File: src/rtl/half_adder_core_pkg.sv
// Shared constants and helpers for the registered multi-lane half adder.
package half_adder_core_pkg;

    localparam int DEFAULT_WIDTH = 1;
    localparam int MAX_WIDTH     = 64;

    // Bits needed to hold a lane count from 0 to width inclusive.
    function automatic int count_width(input int width);
        return $clog2(width + 1);
    endfunction

endpackage

File: src/rtl/half_adder_cell.sv
// Combinational single-bit half adder: one lane of half_adder_core.
module half_adder_cell (
    input  logic a,
    input  logic b,
    output logic sum,
    output logic carry
);

    assign sum   = a ^ b;
    assign carry = a & b;

endmodule

File: src/rtl/half_adder_core.sv
// Registered multi-lane half adder with one-cycle valid-qualified latency.
// Optional registered carry popcount enabled by HALF_ADDER_CORE_CARRY_COUNT_EN.
module half_adder_core
    import half_adder_core_pkg::*;
#(
    parameter int WIDTH = DEFAULT_WIDTH
) (
    input  logic             clk,
    input  logic             rst_n,
    input  logic             in_valid,
    input  logic [WIDTH-1:0] a,
    input  logic [WIDTH-1:0] b,
    output logic             out_valid,
    output logic [WIDTH-1:0] sum,
    output logic [WIDTH-1:0] carry
`ifdef HALF_ADDER_CORE_CARRY_COUNT_EN
    ,
    output logic [count_width(WIDTH)-1:0] carry_count
`endif
);

    logic [WIDTH-1:0] sum_p0;
    logic [WIDTH-1:0] carry_p0;
    logic [WIDTH-1:0] sum_p1;
    logic [WIDTH-1:0] carry_p1;
    logic             vld_p1;

    for (genvar i = 0; i < WIDTH; i++) begin : g_lane
        half_adder_cell u_cell (
            .a     (a[i]),
            .b     (b[i]),
            .sum   (sum_p0[i]),
            .carry (carry_p0[i])
        );
    end

    // Stage p0 -> p1: lane results load only when qualified, so idle inputs never reach the flops.
    always_ff @(posedge clk) begin
        if (!rst_n) begin
            vld_p1   <= 1'b0;
            sum_p1   <= '0;
            carry_p1 <= '0;
        end else begin
            vld_p1 <= in_valid;
            if (in_valid) begin
                sum_p1   <= sum_p0;
                carry_p1 <= carry_p0;
            end
        end
    end

    assign out_valid = vld_p1;
    assign sum       = sum_p1;
    assign carry     = carry_p1;

`ifdef HALF_ADDER_CORE_CARRY_COUNT_EN
    localparam int CW = count_width(WIDTH);

    logic [CW-1:0] count_p1;

    function automatic logic [CW-1:0] popcount(input logic [WIDTH-1:0] v);
        logic [CW-1:0] cnt;
        cnt = '0;
        for (int i = 0; i < WIDTH; i++) begin
            cnt = cnt + CW'(v[i]);
        end
        return cnt;
    endfunction

    // Stage p0 -> p1: count tracks the carry register under the same load rules.
    always_ff @(posedge clk) begin
        if (!rst_n) begin
            count_p1 <= '0;
        end else if (in_valid) begin
            count_p1 <= popcount(carry_p0);
        end
    end

    assign carry_count = count_p1;
`endif

endmodule

File: config.mk
export PLATFORM = sky130hd
export DESIGN_NAME = half_adder_core
export DESIGN_NICKNAME = d
export VERILOG_FILES = /design/src/rtl/half_adder_core_pkg.sv /design/src/rtl/half_adder_cell.sv /design/src/rtl/half_adder_core.sv
export SDC_FILE = /design/constraint.sdc
export NUM_CORES = 1
export LEC_CHECK = 0
export CORE_AREA = 2 2 39 41
export CTS_BUF_LIST = sky130_fd_sc_hd__clkbuf_4 sky130_fd_sc_hd__clkbuf_8
export DETAILED_ROUTE_END_ITERATION = 7
export DIE_AREA = 0 0 41 43
export PLACE_DENSITY = 0.41
export SLEW_MARGIN = 20
export SYNTH_ARGS = -nofsm -noshare
export SYNTH_HDL_FRONTEND = slang
export SYNTH_SLANG_ARGS = --single-unit
File: constraint.sdc
create_clock -name clk -period 0.8 [get_ports clk]
set_input_delay 0.12 -clock clk [delete_from_list [all_inputs] [get_ports clk]]
set_output_delay 0.12 -clock clk [all_outputs]
set_load 0.03 [all_outputs]
==> impl_summary.log, run 1 <==
INFO  metric chipHeight = 43 microns
INFO  metric mostFrequentLayoutCells = sky130_fd_sc_hd__clkbuf_4 (4), sky130_fd_sc_hd__dfxtp_2 (3), sky130_fd_sc_hd__buf_6 (3)
INFO  metric detailroute.via_count = 107
INFO  metric numPortBuffers = 7
INFO  metric synthesis.area = 113 sq um
INFO  metric post-route-drc-count = 0
INFO  metric number_of_antenna_violations_at_the_first_check_in_global_routing = 0
INFO  metric worst_skew_pair.late_latency = 0.24 ns
INFO  metric critPathMaxFanout = 2
INFO  metric boundaryPins = 8
INFO  metric ff_latch_area = 63.8 sq um
INFO  metric grt-ovfl-total = 0
INFO  metric synth_cells = 9
INFO  metric cts.repair_timing.setup_buffer_count = 0
INFO  metric synth_top_cell_area_share = 0.533
INFO  metric number_of_antenna_cells_inserted = 0
INFO  metric clock_sink_count = 3
INFO  metric critical-path-top-delay-family = flip-flops
INFO  metric critPathBufInv = 1
INFO  metric detail_route.wirelength = 297 microns
INFO  metric fp.dieArea = 1760 sq um
INFO  metric critical_path_required = 0.68 ns
INFO  metric firstDrtPassIters = 1
INFO  metric rsz0062_at_grt = true
INFO  metric layout_commonest_cell = sky130_fd_sc_hd__clkbuf_4
INFO  metric pin_count_of_the_biggest_net_entering_global_routing = 4
INFO  metric nets = 27
INFO  metric tightest_slew = 0.124 ns
INFO  metric setup_viol = 2
INFO  metric cp-end-kind = primary output
INFO  metric avgRoutedWirePerCell = 8.25 microns
INFO  metric postSynthRegisterBits = 3
INFO  metric crit_arrival = 0.68 ns
INFO  metric dp_cells = 32
INFO  metric grt_first_pass_wirelength = 476 microns
INFO  metric timing.hold.ws = 0.223 ns
INFO  metric final_layout_size_suffix_gt1_frac = 0.550
INFO  metric maxCapViolCount = 0
INFO  metric htree_num_levels = 1
INFO  metric antenna_left = 0
INFO  metric tritoncts_clock_tree = built
INFO  metric worst_path_cell_chain = buf_6
INFO  metric netlist.top_cell.by_area = sky130_fd_sc_hd__dfxtp_1
INFO  metric finClkSkew = 0 ns
INFO  metric synth_area_leaders = sky130_fd_sc_hd__dfxtp_1 (53%), sky130_fd_sc_hd__mux2i_1 (18%), sky130_fd_sc_hd__ha_1 (11%), sky130_fd_sc_hd__nor2b_1 (11%), sky130_fd_sc_hd__and2_2 (6.7%)
INFO  metric placement_rows = 14
INFO  metric status = finished with violations
INFO  metric maximum_clock_rate = 1240 MHz
INFO  metric synth.net_count = 15
INFO  metric final_core_util = 0.174
INFO  metric p_per_area = 2260 nW/um^2
INFO  metric first_global_vias = 129
INFO  metric routed_via_count_divided_by_cell_count = 2.97
INFO  metric worstSetupStartpointType = flip-flop
INFO  metric seq_area_frac_synth = 0.533
INFO  metric area_overhead_vs_synth = 113%
INFO  metric clk_root_buffer_cell = sky130_fd_sc_hd__clkbuf_4
INFO  metric fp.dieW = 41 microns
INFO  metric initial_core_util = 0.0814
INFO  metric number_of_filler_cells_placed_in_the_layout = 162
INFO  metric multi_input_comb_area = 52.6 sq um
INFO  metric power.leakage = 0.116 nW
INFO  metric slew_violations = 0
INFO  metric syn_avg_cell_area = 12.5 sq um
INFO  metric groute.usage.overall = 0.0541
INFO  metric place.gp.congestion = 0.531
INFO  metric min_path_type = input port to flip-flop
INFO  metric tritoncts.num_buffers = 3
INFO  metric slowest_delay = 0.32 ns
INFO  metric cts.clk_slew.worst_paths = 0.04 ns
INFO  metric number_of_cells_in_the_finished_layout_apart_from_fillers = 36
INFO  metric synth.lib_cells_used.distinct = 5
INFO  metric first_iter_violations = 0
INFO  metric max-slew-margin-rel = 0.915
INFO  metric cts.hold.buffers_added = 0
INFO  metric yosysWarningCount = 0
INFO  metric cpMaxStageDelayCell = sky130_fd_sc_hd__dfxtp_2
INFO  metric worst_slack = -0.00414 ns
INFO  metric setup.worst_path.class = flip-flop to primary output
INFO  metric fin_crit = 0.804 ns
INFO  metric timing_hold_violations_final = 0
INFO  metric final_cycle_share = 1.01
INFO  metric failed_checks = setup timing
INFO  metric coreArea = 1380 sq um
INFO  metric peakVddDrop = 511 uV
INFO  metric ctsLongestPathBuffers = 2
## sequential cells by signal, summed over array words and instances, names as in the netlist
signal / flops
carry: 1
out_valid: 1
sum: 1
## final timing paths
path,start,end,slack [ns],cells after the start
worst min-delay path,in_valid,out_valid,0.22,2
worst min register to register,sum,sum,0.52,2
worst max register to register,carry,carry,0.19,2
worst max-delay path,carry,carry,-0.004,1
## cell usage after synthesis
cell,count
sky130_fd_sc_hd__dfxtp_1,3
sky130_fd_sc_hd__mux2i_1,2
sky130_fd_sc_hd__nor2b_1,2
sky130_fd_sc_hd__and2_2,1
sky130_fd_sc_hd__ha_1,1
## final cells by class
type,instances,area share
Tap cell,16,0.0833
Sequential cell,3,0.266
Multi-Input combinational cell,6,0.219
Timing Repair Buffer,7,0.307
Clock buffer,4,0.125
## timing repair
action                     in CTS  in global routing
setup endpoints to repair       4                  5
resized for setup               8                  1
pin swaps                       1                  0
## power breakdown
part | total (mW) | switching (mW) | internal [mW] | leakage (nW)
combinational | 0.0718 | 0.0320 | 0.0398 | 0.0718
sequential | 0.166 | 0.00504 | 0.161 | 0.0258
clock | 0.305 | 0.0839 | 0.221 | 0.0184
## stage by stage
step	power [mW]	setup WS, ns	cell area (sq um)	setup TNS (ns)
global placement	0.236	-0.338	195	-0.679
floorplan	0.197	0.0485	113	0
finish	0.543	-0.00414	240	-0.00758
global route	0.578	-0.0387	240	-0.0774
CTS	0.560	-0.0191	238	-0.0356
detailed placement	0.237	-0.338	195	-0.674
## layer usage
metal	GRT usage	wire length (microns)	vias to the layer above
met2	0.0563	95	10
met5	0	0	-
li1	-	-	51
met4	0.0800	21	0
met1	0.0383	119	42
met3	0.0628	60	4
## cell families after synthesis
| group | count (synthesis) | share of synthesized area |
|---|---|---|
| muxes | 2 | 0.178 |
| DFF | 3 | 0.533 |
| and+or+nand+nor | 3 | 0.178 |
| adders and majority gates | 1 | 0.111 |
Note: power is estimated with default switching activity, not from simulation.
==> inputs of run 2 (changes only) <==
--- a/config.mk
+++ b/config.mk
@@ -5,10 +5,12 @@
 export SDC_FILE = /design/constraint.sdc
 export NUM_CORES = 1
 export LEC_CHECK = 0
+export CAP_MARGIN = 0
 export CORE_AREA = 2 2 39 41
 export CTS_BUF_LIST = sky130_fd_sc_hd__clkbuf_4 sky130_fd_sc_hd__clkbuf_8
 export DETAILED_ROUTE_END_ITERATION = 7
 export DIE_AREA = 0 0 41 43
+export GPL_TIMING_DRIVEN = 0
 export PLACE_DENSITY = 0.41
 export SLEW_MARGIN = 20
 export SYNTH_ARGS = -nofsm -noshare
==> run 2 against run 1 <==
Compared with the run above:
- the run still ends with setup timing left
- via count is 5.6% higher
- critical path type unchanged
- first-iteration DRC count unchanged
- sequential share of layout area down 0.81 points
==> impl_summary.log, run 2 (synthesis gave the netlist of run 1 again) <==
INFO  metric cpMaxStageDelayCell = sky130_fd_sc_hd__dfxtp_2
INFO  metric peakVddDrop = 261 uV (-49%)
INFO  metric routed_via_count_divided_by_cell_count = 3.05 (+2.8%)
INFO  metric final_layout_size_suffix_gt1_frac = 0.571 (+0.0214)
INFO  metric min_path_type = input port to flip-flop
INFO  metric final_cycle_share = 1.00 (-0.00232)
INFO  metric max-slew-margin-rel = 0.916 (+0.00135)
INFO  metric numPortBuffers = 7 (unchanged)
INFO  metric number_of_antenna_violations_at_the_first_check_in_global_routing = 0 (unchanged)
INFO  metric antenna_left = 0 (unchanged)
INFO  metric p_per_area = 2190 nW/um^2 (-2.8%)
INFO  metric maximum_clock_rate = 1250 MHz (+0.23%)
INFO  metric placed_area = 203 sq um (+3.8%)
INFO  metric detailroute.via_count = 113 (+5.6%)
INFO  metric area_overhead_vs_synth = 120%
INFO  metric critical-path-top-delay-family = flip-flops
INFO  metric power.leakage = 0.121 nW (+4.5%)
INFO  metric number_of_cells_in_the_finished_layout_apart_from_fillers = 37 (+2.8%)
INFO  metric status = finished with violations
INFO  metric number_of_antenna_cells_inserted = 0 (unchanged)
INFO  metric critical_path_required = 0.68 ns (about the same)
INFO  metric clk_root_buffer_cell = sky130_fd_sc_hd__clkbuf_4
INFO  metric detail_route.wirelength = 300 microns (+1.0%)
INFO  metric initial_core_util = 0.0814 (unchanged)
INFO  metric worst_skew_pair.late_latency = 0.23 ns (about the same)
INFO  metric ctsLongestPathBuffers = 2 (unchanged)
INFO  metric cp-end-kind = primary output
INFO  metric place.gp.congestion = 0.546 (+2.8%)
INFO  metric dp_cells = 32 (unchanged)
INFO  metric pin_count_of_the_biggest_net_entering_global_routing = 4 (unchanged)
INFO  metric tritoncts.num_buffers = 3 (unchanged)
INFO  metric first_iter_violations = 0 (unchanged)
INFO  metric worst_slack = -0.00229 ns (+0.00185 ns)
INFO  metric fin_crit = 0.802 ns (-0.00185 ns)
INFO  metric worstSetupStartpointType = flip-flop
INFO  metric finClkSkew = 0 ns (unchanged)
INFO  metric setup.worst_path.class = flip-flop to primary output
INFO  metric tritoncts_clock_tree = built
INFO  metric failed_checks = setup timing
INFO  metric placement_rows = 14 (unchanged)
INFO  metric fp.dieArea = 1760 sq um (unchanged)
INFO  metric total_power = 0.544 mW (+0.21%)
INFO  metric coreArea = 1380 sq um (unchanged)
INFO  metric post-route-drc-count = 0 (unchanged)
INFO  metric slew_violations = 0 (unchanged)
INFO  metric mostFrequentLayoutCells = sky130_fd_sc_hd__clkbuf_4 (4), sky130_fd_sc_hd__dfxtp_2 (3), sky130_fd_sc_hd__buf_6 (3)
INFO  metric rsz0062_at_grt = true
INFO  metric slowest_delay = 0.32 ns (about the same)
INFO  metric critPathBufInv = 1 (unchanged)
INFO  metric grt-ovfl-total = 0 (unchanged)
INFO  metric clock_sink_count = 3 (unchanged)
INFO  metric worst_path_cell_chain = buf_6
INFO  metric maxCapViolCount = 0 (unchanged)
INFO  metric tightest_slew = 0.122 ns (-0.00197 ns)
INFO  metric groute.usage.overall = 0.0521 (-0.00200)
INFO  metric crit_arrival = 0.68 ns (about the same)
INFO  metric boundaryPins = 8 (unchanged)
INFO  metric cts.clk_slew.worst_paths = 0.04 ns (about the same)
INFO  metric critPathMaxFanout = 2 (unchanged)
INFO  metric firstDrtPassIters = 1 (unchanged)
INFO  metric chipHeight = 43 microns (unchanged)
INFO  metric avgRoutedWirePerCell = 8.11 microns (-1.7%)
INFO  metric timing_hold_violations_final = 0 (unchanged)
INFO  metric first_global_vias = 111 (-14%)
INFO  metric grt_first_pass_wirelength = 469 microns (-1.5%)
INFO  metric number_of_filler_cells_placed_in_the_layout = 157 (-3.1%)
INFO  metric htree_num_levels = 1 (unchanged)
INFO  metric layout_commonest_cell = sky130_fd_sc_hd__clkbuf_4
INFO  metric fin_area = 248 sq um (+3.1%)
INFO  metric setup_viol = 1 (-1)
INFO  metric nets = 28 (+3.7%)
INFO  metric fp.dieW = 41 microns (unchanged)
[run 2: final cells by class]
cell class	instances	area, sq um	area share
Tap cell	16	20.0	0.0808
Timing Repair Buffer	8	81.3	0.328
Clock buffer	4	30.0	0.121
Sequential cell	3	63.8	0.258
Multi-Input combinational cell	6	52.6	0.212
[run 2: path summary, 6_finish.rpt]
kind            start   endpoint  slack, ns  cells past startpoint
max             carry      carry     -0.002                      1
min          in_valid  out_valid       0.23                      2
max reg2reg       sum        sum       0.08                      3
min reg2reg     carry      carry       0.52                      2
[run 2: metrics by stage]
step | hold WS [ns] | util | setup TNS, ns | setup WS (ns)
2_1_floorplan | 0.248 | - | 0 | 0.0485
3_3_place_gp | 0.503 | 0.146 | -1.50 | -0.321
3_5_place_dp | 0.520 | 0.146 | -1.57 | -0.354
4_1_cts | 0.426 | 0.172 | -0.0340 | -0.0171
5_1_grt | 0.258 | 0.179 | -0.0514 | -0.0193
6_report | 0.233 | 0.179 | -0.00229 | -0.00229
[run 2: what timing repair did]
action,4_1_cts,5_1_grt
endpoints found under the setup margin,4,5
setup buffers,0,1
gates resized for setup,26,1
endpoints found under the hold margin,0,0
hold buffers,0,0
gates cloned,0,0
pin swaps,1,0
[run 2: metal layers]
layer | share of wire | global-route usage | vias up
li1 | - | - | 53
met1 | 0.41 | 0.0543 | 46
met2 | 0.30 | 0.0406 | 10
met3 | 0.22 | 0.0524 | 4
met4 | 0.070 | 0.0800 | 0
met5 | 0 | 0 | -
[run 2: where the power goes]
part	internal, mW	switching, mW
registers	0.161	0.00504
logic	0.0444	0.0335
clock network	0.221	0.0793
==> inputs of run 3 (changes only) <==
--- a/config.mk
+++ b/config.mk
@@ -11,7 +11,7 @@
 export DETAILED_ROUTE_END_ITERATION = 7
 export DIE_AREA = 0 0 41 43
 export GPL_TIMING_DRIVEN = 0
-export PLACE_DENSITY = 0.41
+export PLACE_DENSITY = 0.4
 export SLEW_MARGIN = 20
 export SYNTH_ARGS = -nofsm -noshare
 export SYNTH_HDL_FRONTEND = slang
==> constraint.sdc (replaced) <==
create_clock -name clk -period 0.9 [get_ports clk]
set_input_delay 0.135 -clock clk [delete_from_list [all_inputs] [get_ports clk]]
set_output_delay 0.135 -clock clk [all_outputs]
set_load 0.03 [all_outputs]
==> run 3 against run 2 <==
Compared with the run above:
- the run now ends clean
- core utilization down 1.7 points
- combinational power down 25%
- routed wire length down 8.0%
- setup slack better by 0.044 ns
- count of clock-buffer cells in the layout unchanged
- total power down 14%
- global-route usage down 0.30 points
- clock skew unchanged
- final cell count down 2.7%
- register-to-register slack better by 0.23 ns
- sequential share of layout area up 1.1 points
- via count down 12%
==> impl_summary.log, run 3 (synthesis gave the netlist of run 1 again) <==
INFO  metric initial_core_util = 0.0814 (unchanged)
INFO  metric fp.dieW = 41 microns (unchanged)
INFO  metric placement_rows = 14 (unchanged)
INFO  metric cellInternalPower = 0.368 mW (-14%)
INFO  metric rsz0062_at_grt = false
INFO  metric cpMaxStageDelayCell = sky130_fd_sc_hd__dfxtp_1
INFO  metric critical_path_required = 0.76 ns (+0.08 ns)
INFO  metric netSwitchingFraction = 0.211 (-0.00544)
INFO  metric critPathMaxFanout = 2 (unchanged)
INFO  metric area_overhead_vs_synth = 98.9%
INFO  metric r2r-end = carry
INFO  metric number_of_antenna_violations_at_the_first_check_in_global_routing = 0 (unchanged)
INFO  metric post-route-drc-count = 0 (unchanged)
INFO  metric status = completed
INFO  metric power.switching = 0.0986 mW (-16%)
INFO  metric worst_r2r_path_depth = 2 (-1)
INFO  metric worst-path-stages = 1 (unchanged)
INFO  metric fin_area = 224 sq um (-9.6%)
INFO  metric slack_of_the_worst_reg_to_reg_path = 0.31 ns (+0.23 ns)
INFO  metric number_of_filler_cells_placed_in_the_layout = 162 (+3.2%)
INFO  metric grt_first_pass_wirelength = 420 microns (-10%)
INFO  metric critPathCapture = sum
INFO  metric grt-ovfl-total = 0 (unchanged)
INFO  metric p_per_area = 2080 nW/um^2 (-5.0%)
INFO  metric maxCapViolCount = 0 (unchanged)
INFO  metric maximum_clock_rate = 1170 MHz
INFO  metric worst_skew_pair.late_latency = 0.23 ns (about the same)
INFO  metric worst_path_cell_chain = buf_4
INFO  metric tritoncts_clock_tree = built
INFO  metric placed_area = 203 sq um (unchanged)
INFO  metric critical-path-top-delay-family = flip-flops
INFO  metric setup_viol = 0 (-1)
INFO  metric first_iter_violations = 0 (unchanged)
INFO  metric critPathLaunch = sum
INFO  metric cts.hold.buffers_added = 0 (unchanged)
INFO  metric coreArea = 1380 sq um (unchanged)
INFO  metric cts.clk_slew.worst_paths = 0.04 ns (about the same)
INFO  metric final_cycle_share = 0.953
INFO  metric timing.hold.ws = 0.330 ns (+0.0976 ns)
INFO  metric fp.dieArea = 1760 sq um (unchanged)
INFO  metric worst_slack = 0.0422 ns (+0.0445 ns)
INFO  metric mostFrequentLayoutCells = sky130_fd_sc_hd__clkbuf_4 (4), sky130_fd_sc_hd__dfxtp_1 (3)
INFO  metric peakVddDrop = 304 uV (+16%)
INFO  metric tritoncts.num_buffers = 3 (unchanged)
INFO  metric ctsLongestPathBuffers = 2 (unchanged)
INFO  metric clock_sink_count = 3 (unchanged)
INFO  metric cts.repair_timing.setup_buffer_count = 0 (unchanged)
INFO  metric nets = 27 (-3.6%)
INFO  metric cp-end-kind = primary output
INFO  metric detailroute.via_count = 100 (-12%)
INFO  metric r2r-start = carry
INFO  metric setup.worst_path.class = flip-flop to primary output
INFO  metric final_layout_size_suffix_gt1_frac = 0.400 (-0.171)
INFO  metric antenna_left = 0 (unchanged)
INFO  metric timing_hold_violations_final = 0 (unchanged)
INFO  metric power.leakage = 0.111 nW (-8.8%)
INFO  metric detail_route.wirelength = 276 microns (-8.0%)
INFO  metric tightest_slew = 0.124 ns (+0.00197 ns)
INFO  metric fin_crit = 0.858 ns
INFO  metric slowest_delay = 0.33 ns (about the same)
INFO  metric finClkSkew = 0 ns (unchanged)
INFO  metric firstDrtPassIters = 1 (unchanged)
INFO  metric place_worst_setup_slack = -0.251 ns (+0.103 ns)
INFO  metric groute.usage.overall = 0.0491 (-0.00296)
INFO  metric pwr-share-clk = 0.564 (+0.012)
INFO  metric avgRoutedWirePerCell = 7.67 microns (-5.4%)
INFO  metric chipHeight = 43 microns (unchanged)
INFO  metric htree_num_levels = 1 (unchanged)
INFO  metric min_path_type = input port to flip-flop
INFO  metric place.gp.congestion = 0.555 (+1.8%)
INFO  metric layout_commonest_cell = sky130_fd_sc_hd__clkbuf_4
INFO  metric max-slew-margin-rel = 0.915 (-0.00135)
INFO  metric boundaryPins = 8 (unchanged)
INFO  metric slew_violations = 0 (unchanged)
INFO  metric first_global_vias = 106 (-4.5%)
INFO  metric numPortBuffers = 7 (unchanged)
INFO  metric multi_input_comb_area = 52.6 sq um (unchanged)
INFO  metric routed_via_count_divided_by_cell_count = 2.78 (-9.0%)
INFO  metric critPathBufInv = 1 (unchanged)
INFO  metric combinationalPowerShare = 0.125 (-0.018)
INFO  metric pin_count_of_the_biggest_net_entering_global_routing = 4 (unchanged)
INFO  metric number_of_antenna_cells_inserted = 0 (unchanged)
INFO  metric crit_arrival = 0.72 ns (+0.04 ns)
INFO  metric ff_latch_area = 60.1 sq um (-5.9%)
INFO  metric seq_power_share = 0.310 (+0.005)
INFO  metric worstSetupStartpointType = flip-flop
INFO  metric clk_root_buffer_cell = sky130_fd_sc_hd__clkbuf_4
[run 3: how the worst min path moves through the flow]
stage	startpoint	end	slack, ns	depth (start not counted)
global route	a	carry	0.35	4
finish	a	carry	0.33	4
CTS	b	carry	0.43	4
floorplan	rst_n	carry	0.26	1
global placement	carry	carry	0.50	2
detailed placement	carry	carry	0.52	2
[run 3: power by group through the flow]
stage          Sequential [mW]  Clock (mW)  Combinational, mW
5_1_grt                  0.146       0.282             0.0659
3_3_place_gp             0.146           0             0.0649
3_5_place_dp             0.147           0             0.0660
4_1_cts                  0.145       0.281             0.0595
2_1_floorplan            0.162           0             0.0137
6_report                 0.145       0.264             0.0586
[run 3: worst reg2reg max path, cell delays in order, from the launching register on]
cell and delay, ns:
sky130_fd_sc_hd__dfxtp_1 0.30, sky130_fd_sc_hd__mux2i_1 0.13, sky130_fd_sc_hd__nor2b_1 0.06
[run 3: area by class of cell]
class | instances | share of cell area
multi-input cells | 6 | 0.235
repair buffers | 7 | 0.274
clock buffers | 4 | 0.134
flip-flops and latches | 3 | 0.268
well taps | 16 | 0.0894
[run 3: layer usage]
layer / vias up / routed length [microns] / track usage
met5: - / 0 / 0
met4: 0 / 6 / 0.0800
met3: 2 / 73 / 0.0681
met2: 8 / 90 / 0.0375
met1: 39 / 105 / 0.0385
li1: 51 / - / -
[run 3: through the flow]
step | total power, mW | setup TNS [ns] | std cells | util
floorplan | 0.175 | 0 | 9 | -
global placement | 0.211 | -0.998 | 32 | 0.146
detailed placement | 0.213 | -1.03 | 32 | 0.146
CTS | 0.485 | 0 | 36 | 0.158
global route | 0.493 | 0 | 36 | 0.162
finish | 0.467 | 0 | 36 | 0.162
[run 3: repair_timing]
item                       in CTS  in global routing
setup endpoints to repair       4                  2
gates resized for setup        17                  3
pin swaps                       1                  1
